### config.mk
export PLATFORM = sky130hd
export DESIGN_NAME = lrn_addr_mapper
export DESIGN_NICKNAME = d
export VERILOG_FILES = /design/src/rtl/lrn_addr_mapper.sv
export SDC_FILE = /design/constraint.sdc
export NUM_CORES = 2
export LEC_CHECK = 0
export CORE_UTILIZATION = 45
export CTS_BUF_LIST = sky130_fd_sc_hd__clkbuf_8
export CTS_CLUSTER_DIAMETER = 30
export CTS_CLUSTER_SIZE = 20
export DETAILED_ROUTE_END_ITERATION = 10
export HOLD_SLACK_MARGIN = 0.08
export SLEW_MARGIN = 20
export SYNTH_ARGS = -nofsm -noshare
export SYNTH_HDL_FRONTEND = slang
export SYNTH_SLANG_ARGS = --single-unit
### constraint.sdc
create_clock -name core_clk -period 36.5 [get_ports core_clk]
set_input_delay 3.65 -clock core_clk [delete_from_list [all_inputs] [get_ports core_clk]]
set_output_delay 3.65 -clock core_clk [all_outputs]
set_load 0.01 [all_outputs]
### src/rtl/lrn_addr_mapper.sv
// Address generator for the LRN stage: walks an N x M x E x F feature map for GLB
// reads and emits the matching padded write-back addresses, with a bounded read-ahead window.
module lrn_addr_mapper #(
  parameter int N_WIDTH        = 2,
  parameter int M_WIDTH        = 10,
  parameter int E_WIDTH        = 6,
  parameter int F_WIDTH        = 6,
  parameter int V_WIDTH        = 2,
  parameter int ADDR_BUS_WIDTH = 20,
  parameter int LEAD_DEPTH     = 16
) (
  input  logic                      core_clk,
  input  logic                      reset_n,
  input  logic                      start,
  input  logic                      abort,
  input  logic [N_WIDTH-1:0]        dim4,
  input  logic [M_WIDTH-1:0]        dim3,
  input  logic [E_WIDTH-1:0]        dim2,
  input  logic [F_WIDTH-1:0]        dim1,
  input  logic [V_WIDTH-1:0]        padding_num,
  input  logic                      col_major,
  output logic                      rd_valid,
  input  logic                      rd_ready,
  output logic [ADDR_BUS_WIDTH-1:0] rd_addr,
  input  logic                      wr_data_valid,
  output logic                      wr_en,
  output logic [ADDR_BUS_WIDTH-1:0] wr_addr,
  output logic                      busy,
  output logic                      done,
  output logic                      cfg_error,
  output logic                      seq_error
);

  // Wide enough that no intermediate product of the padded write address can overflow.
  localparam int SUM_W  = N_WIDTH + M_WIDTH + E_WIDTH + F_WIDTH + 2 * V_WIDTH + 4;
  localparam int FULL_W = (SUM_W > ADDR_BUS_WIDTH) ? SUM_W : ADDR_BUS_WIDTH;
  localparam int OUT_W  = $clog2(LEAD_DEPTH + 1);
  localparam logic [OUT_W-1:0] LEAD_MAX = OUT_W'(LEAD_DEPTH);

  typedef enum logic [1:0] {IDLE, RUN, DRAIN, DONE} state_t;

  state_t                    state_reg;
  logic [N_WIDTH-1:0]        n_cfg_reg;
  logic [M_WIDTH-1:0]        m_cfg_reg;
  logic [E_WIDTH-1:0]        e_cfg_reg;
  logic [F_WIDTH-1:0]        f_cfg_reg;
  logic [V_WIDTH-1:0]        p_cfg_reg;
  logic                      col_cfg_reg;
  logic [OUT_W-1:0]          outstanding_reg;
  logic [OUT_W-1:0]          outstanding_next;
  logic                      wr_en_reg;
  logic [ADDR_BUS_WIDTH-1:0] wr_addr_reg;
  logic                      done_reg;
  logic                      cfg_error_reg;
  logic                      seq_error_reg;

  logic                      active;
  logic                      rd_accept;
  logic                      wr_accept;
  logic                      seq_fault;
  logic                      cfg_zero;
  logic                      idx_clear;
  logic [1:0]                step;
  logic [1:0]                last;
  logic [ADDR_BUS_WIDTH-1:0] addr_calc [2];

  assign active    = (state_reg == RUN) || (state_reg == DRAIN);
  assign rd_valid  = (state_reg == RUN) && (outstanding_reg < LEAD_MAX);
  assign rd_accept = rd_valid && rd_ready;
  assign wr_accept = wr_data_valid && active && (outstanding_reg != '0) && !abort;
  assign seq_fault = wr_data_valid && !(active && (outstanding_reg != '0));
  assign cfg_zero  = (dim4 == '0) || (dim3 == '0) || (dim2 == '0) || (dim1 == '0);
  assign idx_clear = (state_reg == IDLE) || abort;
  assign step      = {wr_accept, rd_accept};

  always_comb begin
    outstanding_next = outstanding_reg;
    if (rd_accept && !wr_accept) begin
      outstanding_next = outstanding_reg + OUT_W'(1);
    end else if (!rd_accept && wr_accept) begin
      outstanding_next = outstanding_reg - OUT_W'(1);
    end
  end

  // Port 0 is the read walker (no padding), port 1 the write walker (padded by P).
  genvar gi;
  generate
    for (gi = 0; gi < 2; gi++) begin : g_port
      logic [N_WIDTH-1:0] n_reg;
      logic [M_WIDTH-1:0] m_reg;
      logic [E_WIDTH-1:0] h_reg;
      logic [F_WIDTH-1:0] w_reg;
      logic               m_wrap;
      logic               w_wrap;
      logic               h_wrap;
      logic               n_wrap;
      logic [FULL_W-1:0]  pad;
      logic [FULL_W-1:0]  pe;
      logic [FULL_W-1:0]  pf;
      logic [FULL_W-1:0]  nm;
      logic [FULL_W-1:0]  row_addr;
      logic [FULL_W-1:0]  col_addr;

      assign m_wrap   = (m_reg == m_cfg_reg - M_WIDTH'(1));
      assign w_wrap   = (w_reg == f_cfg_reg - F_WIDTH'(1));
      assign h_wrap   = (h_reg == e_cfg_reg - E_WIDTH'(1));
      assign n_wrap   = (n_reg == n_cfg_reg - N_WIDTH'(1));
      assign last[gi] = m_wrap && w_wrap && h_wrap && n_wrap;

      always_ff @(posedge core_clk or negedge reset_n) begin
        if (!reset_n) begin
          n_reg <= '0;
          m_reg <= '0;
          h_reg <= '0;
          w_reg <= '0;
        end else if (idx_clear) begin
          n_reg <= '0;
          m_reg <= '0;
          h_reg <= '0;
          w_reg <= '0;
        end else if (step[gi]) begin
          if (!m_wrap) begin
            m_reg <= m_reg + M_WIDTH'(1);
          end else begin
            m_reg <= '0;
            if (!w_wrap) begin
              w_reg <= w_reg + F_WIDTH'(1);
            end else begin
              w_reg <= '0;
              if (!h_wrap) begin
                h_reg <= h_reg + E_WIDTH'(1);
              end else begin
                h_reg <= '0;
                n_reg <= n_wrap ? '0 : n_reg + N_WIDTH'(1);
              end
            end
          end
        end
      end

      assign pad      = (gi == 1) ? FULL_W'(p_cfg_reg) : '0;
      assign pe       = FULL_W'(e_cfg_reg) + pad + pad;
      assign pf       = FULL_W'(f_cfg_reg) + pad + pad;
      assign nm       = FULL_W'(n_reg) * FULL_W'(m_cfg_reg) + FULL_W'(m_reg);
      assign row_addr = (nm * pe + FULL_W'(h_reg) + pad) * pf + FULL_W'(w_reg) + pad;
      assign col_addr = (nm * pf + FULL_W'(w_reg) + pad) * pe + FULL_W'(h_reg) + pad;
      assign addr_calc[gi] = ADDR_BUS_WIDTH'(col_cfg_reg ? col_addr : row_addr);
    end
  endgenerate

  always_ff @(posedge core_clk or negedge reset_n) begin
    if (!reset_n) begin
      state_reg       <= IDLE;
      n_cfg_reg       <= '0;
      m_cfg_reg       <= '0;
      e_cfg_reg       <= '0;
      f_cfg_reg       <= '0;
      p_cfg_reg       <= '0;
      col_cfg_reg     <= 1'b0;
      outstanding_reg <= '0;
      wr_en_reg       <= 1'b0;
      wr_addr_reg     <= '0;
      done_reg        <= 1'b0;
      cfg_error_reg   <= 1'b0;
      seq_error_reg   <= 1'b0;
    end else begin
      wr_en_reg     <= wr_accept;
      wr_addr_reg   <= wr_accept ? addr_calc[1] : '0;
      seq_error_reg <= seq_fault;
      cfg_error_reg <= 1'b0;
      done_reg      <= 1'b0;
      case (state_reg)
        IDLE: begin
          outstanding_reg <= '0;
          if (start) begin
            if (cfg_zero) begin
              cfg_error_reg <= 1'b1;
            end else begin
              n_cfg_reg   <= dim4;
              m_cfg_reg   <= dim3;
              e_cfg_reg   <= dim2;
              f_cfg_reg   <= dim1;
              p_cfg_reg   <= padding_num;
              col_cfg_reg <= col_major;
              state_reg   <= RUN;
            end
          end
        end
        RUN, DRAIN: begin
          if (abort) begin
            state_reg       <= IDLE;
            outstanding_reg <= '0;
          end else begin
            outstanding_reg <= outstanding_next;
            if ((state_reg == RUN) && rd_accept && last[0]) begin
              state_reg <= DRAIN;
            end
            // done is raised together with the final wr_en.
            if ((state_reg == DRAIN) && wr_accept && last[1]) begin
              state_reg <= DONE;
              done_reg  <= 1'b1;
            end
          end
        end
        DONE: state_reg <= IDLE;
        default: state_reg <= IDLE;
      endcase
    end
  end

  assign rd_addr   = addr_calc[0];
  assign wr_en     = wr_en_reg;
  assign wr_addr   = wr_addr_reg;
  assign busy      = (state_reg != IDLE);
  assign done      = done_reg;
  assign cfg_error = cfg_error_reg;
  assign seq_error = seq_error_reg;

endmodule
# Word level (Yosys, flattened, before mapping)
# Cells that the tools add are included.
[word_totals]
word_cells = 189
reg_bits = 106
input_bits = 33
out_inout_bits = 46
[op_classes]
magnitude_cmp = 1
multipliers = 10
n_reduce_logical = 54
eq_ne = 15
n_bitwise = 1
n_mux = 55
n_addsub = 32
[op_table]
columns = ["operator", "n"]
rows = [
  ["$mux 6", 18],
  ["$add 20x6->20", 4],
  ["$mux 10", 6],
  ["$mux 20", 3],
  ["$add 22x2->23", 2],
  ["$mul 23x8->20", 2],
  ["$add 21x6->22", 2],
  ["$mul 13x8->21", 2],
  ["$add 19x6->20", 2],
  ["$add 20x2->20", 2],
  ["$mul 20x6->20", 2],
  ["$mul 13x6->19", 2],
  ["$mux 2", 17],
  ["$add 12x10->13", 2],
  ["$add 6x1->6 const B", 4],
  ["$eq 6x6->1", 4],
  ["$mul 2x10->12", 2],
  ["$add 10x1->10 const B", 2],
  ["$eq 10x10->1", 2],
  ["$reduce_bool 2->1", 10],
  ["$logic_and 1x1->1", 19],
  ["$add 7x2->8", 2],
  ["$mux 5", 3],
  ["$add 6x2->7", 2],
  ["other kinds (26)", 52],
]

# Logic depth before layout (Yosys ltp)
[depth]
word_depth = 10
depth_mapped = 51
depth_no_buf = 48

# Least setup slack after synthesis
# Ideal clock, no wire load.
[synth_timing]
path_kind = "reg-to-output"
start = "register g_port[0].n_reg[0]"
end = "output rd_addr[19]"
path_buffers = 2
slack_ns = 22.268
stages_incl_launch_ff = 43
t_arrival_ns = 10.582
path_cell_list = "dfrtp_1 > clkbuf_1 > nand2_1 > fa_1 > inv_1 > ha_1 > inv_1 > fa_1 > inv_1 > a21oi_1 > o21ai_0 > xor2_1 > clkbuf_1 > nand2_1 > fa_1 > fa_1 > inv_1 > fa_1 > [... 7 more ...] > nor2_1 > xnor2_1 > and2_1 > fa_1 > fa_1 > fa_1 > ha_1 > ha_1 > o21a_1 > o21ai_0 > a31oi_1 > o21a_1 > o41ai_1 > o21ai_0 > xnor2_1 > xnor3_1 > xor3_1 > mux2i_1"
[synth_between]
elab_chain_len = 7
elab_cells_between_ends = 11
classes_between = "add/sub: 5; mul: 5; mux: 1"
[synth_rtl]
columns = ["item", "line", "rtl"]
rows = [
  ["start, declared", "89", "logic [N_WIDTH-1:0] n_reg;"],
  ["start signal, assigned", "134", "n_reg <= n_wrap ? '0 : n_reg + N_WIDTH'(1);"],
  ["$mul 2x10->12 (*)", "144", "assign nm = FULL_W'(n_reg) * FULL_W'(m_cfg_reg) + FULL_W'(m_reg);"],
  ["$add 12x10->13 (*)", "144", ""],
  ["$mul 13x6->19 (on tied branches)", "145, 146", ""],
  ["$add 19x6->20 (on tied branches)", "145, 146", ""],
  ["$mul 20x6->20 (on tied branches)", "145, 146", ""],
  ["$add 20x6->20 (on tied branches)", "145, 146", ""],
  ["$mux 20 (*)", "147", "assign addr_calc[gi] = ADDR_BUS_WIDTH'(col_cfg_reg ? col_addr : row_addr);"],
  ["end, declared", "24", "output logic [ADDR_BUS_WIDTH-1:0] rd_addr,"],
]
# Mark *: on every way between the ends. The rest lies on a longest branch, timed or not.

# Final worst setup path
# Same ends and word-level chain as after synthesis.

==> run metrics <==
status completed; Overall Global Routing Usage between 20 and 25%; ranking of synthesized cells by area fa_1, ha_1, inv_1; CTS HTree Levels 3; die width ~270 um; TritonCTS clock tree yes; EDFF count, synth 0; final max-slew violation count 0; Critical Path Max Stage Delay ~0.69 ns; mapped cell area between 30000 and 40000 um^2; WL/cell between 15 and 20 um; IO buf count a little under 80; total CTS buffers 9; CP most frequent cell fa_1; Min-Delay Startpoint g_port[1].h_reg[5]; crit share post-route 45.3%; Sink Count around 110; Final Net Count approximately 4900; vias in the first global route ~27000; RSZ-0062 raised after global routing no; most common cell after layout, fill and taps aside inv_1; M1 GR Usage about a third; Initial Utilization between 40% and 50%; CTS max path bufs 2; vias between 20000 and 30000; Slowest cell on crit path xor2_1; max_cap viols 0; met2 Use GR roughly 46%; critical path capture point type output port; setup_tns 0 ns; Reg clk slew, reported paths between 0.1 and 0.15 ns; GR peak layer met2; hpwl dp between 70000 and 80000 um; grt total ovfl 0; Rel. slew slack ~17%; fin util 48.4%; FFs w/ async S/R, synth between 90% and 100%; Root Driver clkbuf_8; Yosys top cell area share between 30 and 40%; CP Class reg -> out; FILL cells around 7000; Rows 99; syn nets a little under 5000; placed cell areas ~35000 um^2; top_reg_cell synth dfrtp_1; die area roughly 75000 um^2; skew final 0.0279 ns; Cells after Synth around 3900; Top Family by Delay on Critical Path adder cells; #FFs+latches synth approximately 110; Worst R2R Start g_port[1].n_reg[0]; Min Hold Slack about 0.5 ns; Routed Antenna Nets 0; Placer Congestion roughly 0.87; largest net degree at the start of global routing 55; die height roughly 270 um; Max Clk Rate roughly 60 MHz; # IOs 79; Final min period 16.55 ns; worst setup path start g_port[0].n_reg[0]; WP buf/inv 4; most frequent cells in the layout inv_1, fa_1, ha_1, nor2_1; crit path DAT about 13 ns; met3 usage under 10%; startpoint type of the worst setup path register; Clk Latency, worst-skew pair 0.48 ns; share of cells above drive strength 1 between 3 and 4%; antenna violations before repair 2; Mean Syn Cell Area ~8.6 um^2; Setup violations, final 0; DR pass1 iterations 5; worst min-delay path category reg -> reg; DR iter-0 viols about 1300; Yosys warning count 0; Synth area leader fa_1; Seq/Total Area, Yosys between 7 and 8%; post-cts resize count 0; # hold bufs at CTS 0; final instance area around 35000 um^2; vias per inst 5.22; post-CTS setup buffers 0; global-route wire length before repair between 100000 and 150000 um; Critical Path RT approximately 33 ns; core area 73000 um^2; P&R area growth vs syn 6.28%; critical path fanouts, max 16; residual DRC count 0; Yosys cell types 84; Worst Tran Pin Value about 1.2 ns; Routed WL a little under 90000 um; Final Hold Fails 0
==> path summary, 6_finish.rpt <==
kind / end / slack, ns / cells past startpoint
min reg2reg: g_port[1].h_reg[5] / 0.50 / 1
max in group asynchronous: f_cfg_reg[0] / 31.94 / 2
max reg2reg: wr_addr[19] / 23.92 / 46
min: g_port[1].h_reg[5] / 0.50 / 1
max: rd_addr[19] / 19.95 / 41
min in group asynchronous: cfg_error / 3.20 / 1
==> metal layers <==
metal | routed length (um) | up-vias | share of wire, %
met5 | 0 | - | 0
met4 | 2380 | 0 | 2.7
met3 | 2470 | 91 | 2.8
met2 | 44600 | 431 | 51
met1 | 38600 | 12600 | 44
li1 | - | 12100 | -
==> cells in the mapped netlist (6+ instances only) <==
cell / number
and3_1: 29
or3_1: 14
mux2i_1: 12
nor3_1: 53
xnor3_1: 8
o22ai_1: 11
a211oi_1: 17
o21a_1: 22
nand2_1: 311
o41ai_1: 6
a21o_1: 44
xor2_1: 74
o211ai_1: 8
mux2_2: 31
and2_1: 311
dfrtp_1: 106
nand3_1: 44
o21ai_0: 101
o21bai_1: 16
ha_1: 429
nor2_1: 335
a211o_1: 7
clkbuf_1: 112
nor2b_1: 52
inv_1: 708
nand4_1: 13
o31ai_1: 17
nand2b_1: 48
a31oi_1: 17
a21oi_1: 117
fa_1: 513
or2_2: 14
xnor2_1: 168
==> stage by stage <==
stage	setup slack (ns)	cells
2_1_floorplan	22.27	3864
3_3_place_gp	20.71	4823
3_5_place_dp	20.54	4823
4_1_cts	19.91	4839
5_1_grt	19.00	4840
6_report	19.95	4840
==> final cells by class <==
cell class	count	area [um^2]	share of cell area (%)
Multi-Input combinational cell	2925	27500	77.8
Inverter	712	2670	7.57
Sequential cell	106	2660	7.52
Tap cell	959	1200	3.40
Timing Repair Buffer	121	1100	3.12
Clock buffer	9	124	0.351
Clock inverter	7	93.8	0.266
Antenna cell	1	2.50	0.00709
==> logic make-up (layout without fill, tap and decap cells) <==
| group | Yosys count | in the layout | synth area share [%] |
|---|---|---|---|
| muxes | 43 | 43 | 1.41 |
| AOI/OAI and AO/OA | 431 | 431 | 8.30 |
| other | 0 | 1 | 0 |
| xor gates and xnor gates | 252 | 252 | 7.04 |
| DFF | 106 | 106 | 7.99 |
| adders and majority gates | 942 | 942 | 47.1 |
| and+or+nand+nor | 1257 | 1257 | 18.7 |
| buffers and inverters | 833 | 849 | 9.47 |
Power is not shown: default switching activity piles up to over one toggle a cycle in this logic, so the estimate is an artifact.
